[src/rtl/alu_mul_seq.sv]
// rtl/alu_mul_seq.sv - shift-add WIDTHxWIDTH unsigned multiplier sequencer driving the shared ALU
// Optional MUL_EARLY_EXIT_EN: finish as soon as the unprocessed multiplier bits are all zero.
module alu_mul_seq #(
  parameter int WIDTH = 16,
  parameter int CNT_W = 5
) (
  input  logic             clk,
  input  logic             reset,
  input  logic             start,
  input  logic [WIDTH-1:0] multiplicand,
  input  logic [WIDTH-1:0] multiplier,
  output logic             busy,
  output logic             done,
  output logic [WIDTH-1:0] product_hi,
  output logic [WIDTH-1:0] product_lo,
  output logic [WIDTH-1:0] alu_a,
  output logic [WIDTH-1:0] alu_b,
  output logic [4:0]       alu_f,
  output logic             alu_csel,
  output logic             alu_ucin,
  output logic             alu_not_oe,
  input  logic [WIDTH-1:0] alu_y,
  input  logic             alu_cout
);
  localparam logic [4:0]       F_ADD    = 5'b10010;
  localparam logic [4:0]       F_PASS_A = 5'b00000;
  localparam logic [CNT_W-1:0] LAST_CNT = CNT_W'(WIDTH - 1);

  typedef enum logic [1:0] {S_IDLE, S_RUN, S_DONE} state_t;

  state_t             state, state_nx;
  logic [WIDTH-1:0]   p_hi, q, m;
  logic [CNT_W-1:0]   cnt;
  logic               accept;
  logic               early_exit;
  logic               add_c;
  logic [WIDTH-1:0]   add_hi;
  logic [2*WIDTH-1:0] pq_nx;

  assign accept = start && (state == S_IDLE || state == S_DONE);

`ifdef MUL_EARLY_EXIT_EN
  logic [WIDTH-1:0] pending_mask;
  logic [CNT_W:0]   exit_shamt;

  // Bits of Q not yet consumed sit in the low WIDTH-cnt positions.
  assign pending_mask = {WIDTH{1'b1}} >> cnt;
  assign early_exit   = (state == S_RUN) && ((q & pending_mask) == '0);
  assign exit_shamt   = (CNT_W+1)'(WIDTH) - {1'b0, cnt};
`else
  assign early_exit = 1'b0;
`endif

  always_comb begin
    add_c  = q[0] ? alu_cout : 1'b0;
    add_hi = q[0] ? alu_y : p_hi;
    // The ALU carry-out lands in P_hi[15] so the full 2*WIDTH product is kept.
    pq_nx  = {add_c, add_hi, q[WIDTH-1:1]};
`ifdef MUL_EARLY_EXIT_EN
    if (early_exit) pq_nx = {p_hi, q} >> exit_shamt;
`endif
  end

  always_comb begin
    state_nx = state;
    case (state)
      S_IDLE: if (start) state_nx = S_RUN;
      S_RUN:  if (cnt == LAST_CNT || early_exit) state_nx = S_DONE;
      S_DONE: state_nx = start ? S_RUN : S_IDLE;
      default: state_nx = S_IDLE;
    endcase
  end

  always_ff @(posedge clk) begin
    if (reset) begin
      state <= S_IDLE;
      p_hi  <= '0;
      q     <= '0;
      m     <= '0;
      cnt   <= '0;
    end else begin
      state <= state_nx;
      if (accept) begin
        p_hi <= '0;
        q    <= multiplier;
        m    <= multiplicand;
        cnt  <= '0;
      end else if (state == S_RUN) begin
        {p_hi, q} <= pq_nx;
        cnt       <= cnt + 1'b1;
      end
    end
  end

  assign busy       = (state == S_RUN);
  assign done       = (state == S_DONE);
  assign product_hi = p_hi;
  assign product_lo = q;
  assign alu_a      = p_hi;
  assign alu_b      = m;
  assign alu_f      = (busy && q[0]) ? F_ADD : F_PASS_A;
  assign alu_csel   = 1'b0;
  assign alu_ucin   = 1'b0;
  assign alu_not_oe = !busy;
endmodule

[config.mk]
export PLATFORM = sky130hd
export DESIGN_NAME = alu_mul_seq
export DESIGN_NICKNAME = d
export VERILOG_FILES = /design/src/rtl/alu_mul_seq.sv
export SDC_FILE = /design/constraint.sdc
export NUM_CORES = 1
export LEC_CHECK = 0
export ABC_AREA = 1
export CORE_AREA = 4 4 62 120
export DETAILED_ROUTE_END_ITERATION = 12
export DIE_AREA = 0 0 66 124
export HOLD_SLACK_MARGIN = 0.12
export PLACE_DENSITY = 0.84
export SLEW_MARGIN = 30
export SYNTH_ARGS = -nofsm -noshare
export SYNTH_HDL_FRONTEND = slang
export SYNTH_SLANG_ARGS = --single-unit
export TNS_END_PERCENT = 50
[constraint.sdc]
create_clock -name clk -period 1.7 [get_ports clk]
set_clock_uncertainty 0.1 [all_clocks]
set_input_delay 0.17 -clock clk [delete_from_list [all_inputs] [get_ports clk]]
set_output_delay 0.17 -clock clk [all_outputs]
set_load 0.05 [all_outputs]
# Yosys cells after proc, flatten, opt, wreduce, memory -nomap -nowiden
# Index checks and enable logic that the tools add are counted.
word_totals:
  ff_bits: 55
  output_inout_bits: 74
classes:
  addsub: 1
  n_eq_ne: 5
  mux: 9
  n_reduce_logical: 8
op_table:
  columns: ["cell", "count"]
  rows:
  - ["$mux 16", 3]
  - ["$pmux 2 s3", 1]
  - ["$add 5x1->5 const B", 1]
  - ["$eq 5x4->1 const B", 1]
  - ["$mux 5", 1]
  - ["$mux 2", 2]
  - ["$eq 2x1->1 const B", 1]
  - ["$eq 2x2->1 const B", 1]
  - ["$logic_and 1x1->1", 2]
  - ["$logic_not 2->1", 1]
  - ["$mux 1", 2]
  - ["$ne 2x1->1 const B", 1]
  - ["$ne 2x2->1 const B", 1]
  - ["$reduce_and 2->1", 1]
  - ["$reduce_bool 2->1", 1]
  - ["$reduce_or 2->1", 1]
  - ["$logic_not 1->1", 1]
  - ["$logic_or 1x1->1", 1]

# Longest topological paths before layout
# Gate-level depths: netlist (run 1).
depth:
  word_depth: 4
  depth_mapped: 8

# Least setup slack after synthesis (run 1)
# OpenSTA, ideal clock, no wires.
synth_timing:
  path_type: "reg2out"
  startpoint: "register q[0], in the netlist product_lo[0]"
  endpoint: "output alu_f[4]"
  arrival_ns: 2.098
  path_slack_ns: -0.668
  stages_incl_launch_ff: 5
  path_cell_list: "dfxtp_1 buf_4 clkinv_1 nor2_1 buf_4"
synth_via:
  elab_chain_cells: 2
synth_lines:
  columns: ["element", "line", "text"]
  rows:
  - ["start, declared", "32", "logic [WIDTH-1:0] p_hi, q, m;"]
  - ["start signal, assigned", "85", "q <= multiplier;"]
  - ["start signal, assigned", "89", "{p_hi, q} <= pq_nx;"]
  - ["$logic_and 1x1->1", "101", "assign alu_f = (busy && q[0]) ? F_ADD : F_PASS_A;"]
  - ["$mux 5", "101", null]
  - ["end, declared", "18", "output logic [4:0] alu_f,"]
# Every way passes these cells.

# Worst setup path after layout (run 1)
# Same ends and word-level chain as after synthesis.

==> impl_metrics.toml, run 1 <==
[drt]
drt_iter0_drc = 99
wl_per_cell_um = 13.1
route.vias.total = 2515
routed_wl_um = 7090
first_pass_iters = 4
routed_via_density = 4.64
ant_nets = 0
route.detailed.drc = 0

[clocking]
clk_pin_slew_ns = 0.07
cts.path.max_buffers = 2
cts_tree = "yes"
postCtsHoldBufs = 0
clock_sinks = 55
cts-root-buf = "clkbuf_16"
cts_max_level = 2
cts_made_buffers = 5
clkLatencyLatePin_ns = 0.29

[synth]
seq_area_frac_synth = 0.423
yosysWarningCount = 0
syn_area_mm2 = 0.00260
syn_avg_cell_area_um2 = 7.49
syn_inst = 347
synth_cell_types = 28
synth_seq_cells = 55

[setup_path]
crit_family = "buffers and inverters"
startpoint = "product_lo[0]"
crit_type = "register to output port"
worstPathRequired_ns = 1.43
arrival_ns = 1.35
r2r-start = "state[0]"
setup.worst_path.start_class = "register"
cp_slowest_cell = "dfxtp_2"
crit_fanout = 10
worst-path-buf-inv = 2
end_kind = "output port"
regToRegEndpoint = "product_lo[8]"
path_cells = "clkinv_1 -> nor2_4 -> buf_12"
r2r_cells = 6
slowest_delay_ns = 0.33
r2r_setup_slack_ns = 0.19

[power]
power_leakage_nw = 1.70
combPwrFrac = 0.279
power.density_mw_per_mm2 = 989
ir_drop_mv = 0.826
switching_share = 0.322
pwr-share-seq = 0.377
power.clock.fraction = 0.343
p_int_mw = 2.60
switchingPower_mw = 1.23

[global_route]
busiest_layer = "met2"
antenna_found_initial = 0
met2_usage = 0.326
track_usage = 0.168
overflow = 0
grtUsageMet3 = 0.0262
met1_usage = 0.168
grt_first_pass_wirelength_um = 10800
grt_pass1_vias = 2354
grt_max_degree = 20

[worst_hold_path]
holdPathStages = 3
hold_class = "primary input to register"
min_to = "alu_a[7]"
holdCritStartpoint = "alu_y[8]"

[timing]
slew_viol_final = 0
timing.final.ws_setup_ns = 0.0761
finalSetupTns_ns = 0
period_needed_ns = 1.62
rsz0062_at_grt = "no"
hold_viol = 0
timing.fmax_mhz = 616
setup_viol = 0
period_share = 0.955

[finish]
drive_gt1_frac = 0.282
diodes = 0
fill_cells = 600
syn2layout_area_growth_pct = 49.0
num-nets-final = 507

[placed_design]
pre_cts_ws_ns = 0.0599
hpwlAfterDp_um = 5350
gp_congestion = 0.774
portBuffers = 120

[floorplanning]
num_rows = 42
initial_core_util = 0.396
die_height_um = 124
die_x_um = 66
coreArea_mm2 = 0.00657
ios = 126
die-area_mm2 = 0.00818

[status]
outcome = "complete, no violations"

[run]
maxCapViolations = 0
[worst max path at each step]
stage / cells past startpoint / endpoint / slack (ns)
2_1_floorplan: 4 / alu_f[4] / 0.01
3_3_place_gp: 6 / cnt[2] / 0.12
3_5_place_dp: 6 / alu_b[10] / 0.06
4_1_cts: 3 / busy / 0.01
5_1_grt: 3 / alu_f[4] / 0.02
6_report: 3 / alu_f[4] / 0.08
[cells in the mapped netlist]
cell type	number	area (um^2)
nor3_1	1	5.00
clkbuf_2	2	10.0
nor2_4	2	22.5
nor2_8	1	20.0
nor2_1	39	146
nand2_2	11	68.8
xor2_1	1	8.76
nand3_1	4	20.0
a21oi_1	35	175
clkinv_1	1	3.75
buf_6	2	22.5
clkbuf_1	1	3.75
a21oi_2	15	131
ha_1	2	25.0
nand2_1	79	297
buf_12	1	20.0
inv_1	23	86.3
o21ai_0	30	150
conb_1	1	3.75
inv_2	2	7.51
buf_1	2	7.51
buf_2	5	25.0
inv_4	1	6.26
nand2_4	2	22.5
o21ai_1	3	15.0
clkbuf_4	1	7.51
buf_4	25	188
dfxtp_1	55	1100
[layout make-up]
class / instances / area, um^2 / area share
Clock buffer: 5 / 125 / 0.0323
Sequential cell: 55 / 1100 / 0.285
Inverter: 27 / 104 / 0.0268
Multi-Input combinational cell: 231 / 1150 / 0.297
Tap cell: 88 / 110 / 0.0284
Clock inverter: 3 / 67.6 / 0.0174
Timing Repair Buffer: 133 / 1210 / 0.313
[cell usage in the layout (no fill, tap or decap), drive strengths merged]
cell type       n
a21oi          50
buf            82
bufinv          2
clkbuf          5
clkdlybuf4s50  51
clkinv          1
clkinvlp        1
conb            5
dfxtp          55
ha              2
inv            26
nand2          92
nand3           4
nor2           43
nor3            1
o21ai          33
xor2            1
[metrics by stage]
stage / cell area, um^2 / utilization / instances / hold slack (ns) / power (mW)
floorplan: 2630 / - / 351 / 0.210 / 2.19
global placement: 3630 / 0.552 / 528 / 0.366 / 2.51
detailed placement: 3630 / 0.552 / 528 / 0.377 / 2.53
CTS: 3830 / 0.583 / 537 / 0.326 / 3.84
global route: 3870 / 0.590 / 542 / 0.343 / 3.97
finish: 3870 / 0.590 / 542 / 0.329 / 3.83
[sequential cells by signal (all words and copies together) (netlist names)]
signal,cells
alu_a,16
alu_b,16
cnt,5
product_lo,16
state,2
[layer usage]
layer,vias to the layer above,share of wire
li1,1279,-
met1,1151,0.37
met2,74,0.56
met3,11,0.053
met4,0,0.023
met5,-,0
[worst register-to-register path: stages, from the launching register on]
cell and delay (ns):
dfxtp_1 0.48, inv_2 0.18, nand2_4 0.21, nand2_4 0.08, inv_4 0.18, nand2_1 0.10
a21oi_2 0.14
[power groups by stage]
stage / registers (mW) / clock network [mW] / logic, mW
detailed placement: 1.47 / 0 / 1.06
CTS: 1.45 / 1.34 / 1.06
global placement: 1.47 / 0 / 1.04
global route: 1.46 / 1.38 / 1.13
finish: 1.45 / 1.32 / 1.07
floorplan: 1.74 / 0 / 0.456
[logic make-up after synthesis]
| family | count (synthesis) | share of synthesized area |
|---|---|---|
| simple gates | 139 | 0.231 |
| fa+ha+maj | 2 | 0.00962 |
| flops | 55 | 0.423 |
| buf+inv | 66 | 0.149 |
| other cells | 1 | 0.00144 |
| compound gates | 83 | 0.181 |
| xor+xnor | 1 | 0.00337 |
[what timing repair did]
action                                  4_1_cts  5_1_grt
endpoints found under the setup margin        1        3
gates resized for setup                       1        1
cloned                                        1        0
buffers inserted                              0        5
pin swaps                                     1        1
endpoints found under the hold margin         0        0
(Power assumes the default switching activity.)
==> run 2, diff against run 1 <==
- ABC_CLOCK_PERIOD_IN_PS: default -> 1700
- CTS_CLUSTER_DIAMETER: default -> 30
==> results of run 2 <==
No change in the layout: final DEF, timing and power equal those of run 1.
==> run 3, diff against run 2 <==
- GPL_TIMING_DRIVEN: default -> 0
==> impl_metrics.toml, run 3 (synthesis gave the netlist of run 1 again) <==
[clocking]
clk_pin_slew_ns = 0.07
cts_tree = "yes"
cts_setup_buffers = 0
cts.path.max_buffers = 2
cts_max_level = 2
clkLatencyLatePin_ns = 0.29
cts-root-buf = "clkbuf_16"
clock_sinks = 55
cts_made_buffers = 5

[placed_design]
hpwlAfterDp_um = 5940
portBuffers = 119
gp_congestion = 0.774
placed_cells = 558

[drt]
drt_iter0_drc = 78
routed_via_density = 4.75
ant_nets = 0
wl_per_cell_um = 13.1
route.detailed.drc = 0
route.vias.total = 2690
first_pass_iters = 4
routed_wl_um = 7440

[setup_path]
crit_family = "buffers and inverters"
path_cells = "inv_2 -> nor2_1 -> dlygate4sd2_1"
crit_type = "register to output port"
setup.worst_path.start_class = "register"
worstPathRequired_ns = 1.43
crit_fanout = 2
worst-path-buf-inv = 2
end_kind = "output port"
slowest_delay_ns = 0.55
arrival_ns = 1.38
cp_slowest_cell = "dlygate4sd2_1"

[floorplanning]
ios = 126
die-area_mm2 = 0.00818
die_height_um = 124
initial_core_util = 0.396
die_x_um = 66
num_rows = 42
coreArea_mm2 = 0.00657

[run]
maxCapViolations = 0

[timing]
setup_viol = 0
period_share = 0.971
period_needed_ns = 1.65
hold_viol = 0
timing.fmax_mhz = 606
rsz0062_at_grt = "no"
tightestPinTransition_ns = 0.669
slew_viol_final = 0
slew_headroom = 0.554
finalSetupTns_ns = 0

[global_route]
grt_max_degree = 16
grt_first_pass_wirelength_um = 11800
overflow = 0
track_usage = 0.184
antenna_found_initial = 0
grt_pass1_vias = 2619

[power]
power.density_mw_per_mm2 = 889
ir_drop_mv = 0.779
power_leakage_nw = 1.96

[status]
outcome = "complete, no violations"

[finish]
diodes = 0
drive_gt1_frac = 0.180
fin_util = 0.612
num-nets-final = 531
fill_cells = 647
syn2layout_area_growth_pct = 54.6
layout_common_cells = "nand2_1, dlygate4sd2_1, dfxtp_1, clkdlybuf4s50_1, nor2_1"
fin_cells = 566
final_common_cell = "nand2_1"

[worst_hold_path]
hold_class = "primary input to register"
-- run 3: cell count changes in the layout (fill, tap and decap cells not counted), moves of 2 or more --
cell	before	now
dlygate4sd2_1	0	63
buf_2	0	5
clkbuf_4	0	2
bufinv_16	2	0
clkbuf_1	0	2
buf_6	0	4
clkbuf_2	0	2
dlymetal6s2s_1	0	2
clkbuf_8	0	2
buf_4	75	26
buf_12	7	1
-- run 3: area by class of cell --
class / count / area, um^2 / area share
Buffer: 38 / 284 / 0.0707
Clock buffer: 8 / 156 / 0.0389
Inverter: 27 / 105 / 0.0261
Multi-Input combinational cell: 230 / 1140 / 0.283
Sequential cell: 55 / 1100 / 0.275
Tap cell: 88 / 110 / 0.0274
Timing Repair Buffer: 120 / 1120 / 0.279
-- run 3: through the flow --
stage          setup WS [ns]  area [um^2]  total power [mW]  hold slack, ns
6_report              0.0500         4020              3.57           0.330
4_1_cts              0.00140         4010              3.61           0.324
3_3_place_gp          -0.327         3930              2.58           0.356
5_1_grt              0.00376         4020              3.73           0.343
3_5_place_dp          -0.379         3930              2.60           0.358
2_1_floorplan         0.0144         2630              2.19           0.210
-- run 3: routing by layer --
layer	share of wire	wire (um)	global-route usage
met5	0	0	0
met4	0.031	229	0.0814
met3	0.047	351	0.0352
met2	0.59	4380	0.366
met1	0.33	2480	0.173
-- run 3: worst reg2reg max path, delay by kind of cell (launching register included) --
family	cells	cell delay, ns
DFF	1	0.40
and+or+nand+nor	2	0.26
AOI/OAI and AO/OA	2	0.26
buffers and inverters	1	0.25
-- run 3: path summary, 6_finish.rpt --
kind                                start   endpoint  slack, ns  cells after the start
worst max-delay path             state[1]       done       0.05                      3
worst min-delay path            alu_y[15]  alu_a[14]       0.33                      3
worst max register to register   state[0]   alu_a[6]       0.35                      5
worst min register to register   alu_b[1]   alu_b[1]       0.38                      2
-- run 3: power by group --
group          internal (mW)  leakage, nW  total (mW)  switching (mW)
registers               1.38        0.453        1.44          0.0647
clock network          0.628       0.0772        1.07           0.444
logic                  0.364         1.43        1.06           0.695
-- run 3: timing repair --
item	CTS	global route
resized for setup	86	5
endpoints found under the setup margin	67	9
hold buffers	1	0
hold endpoints to repair	7	0
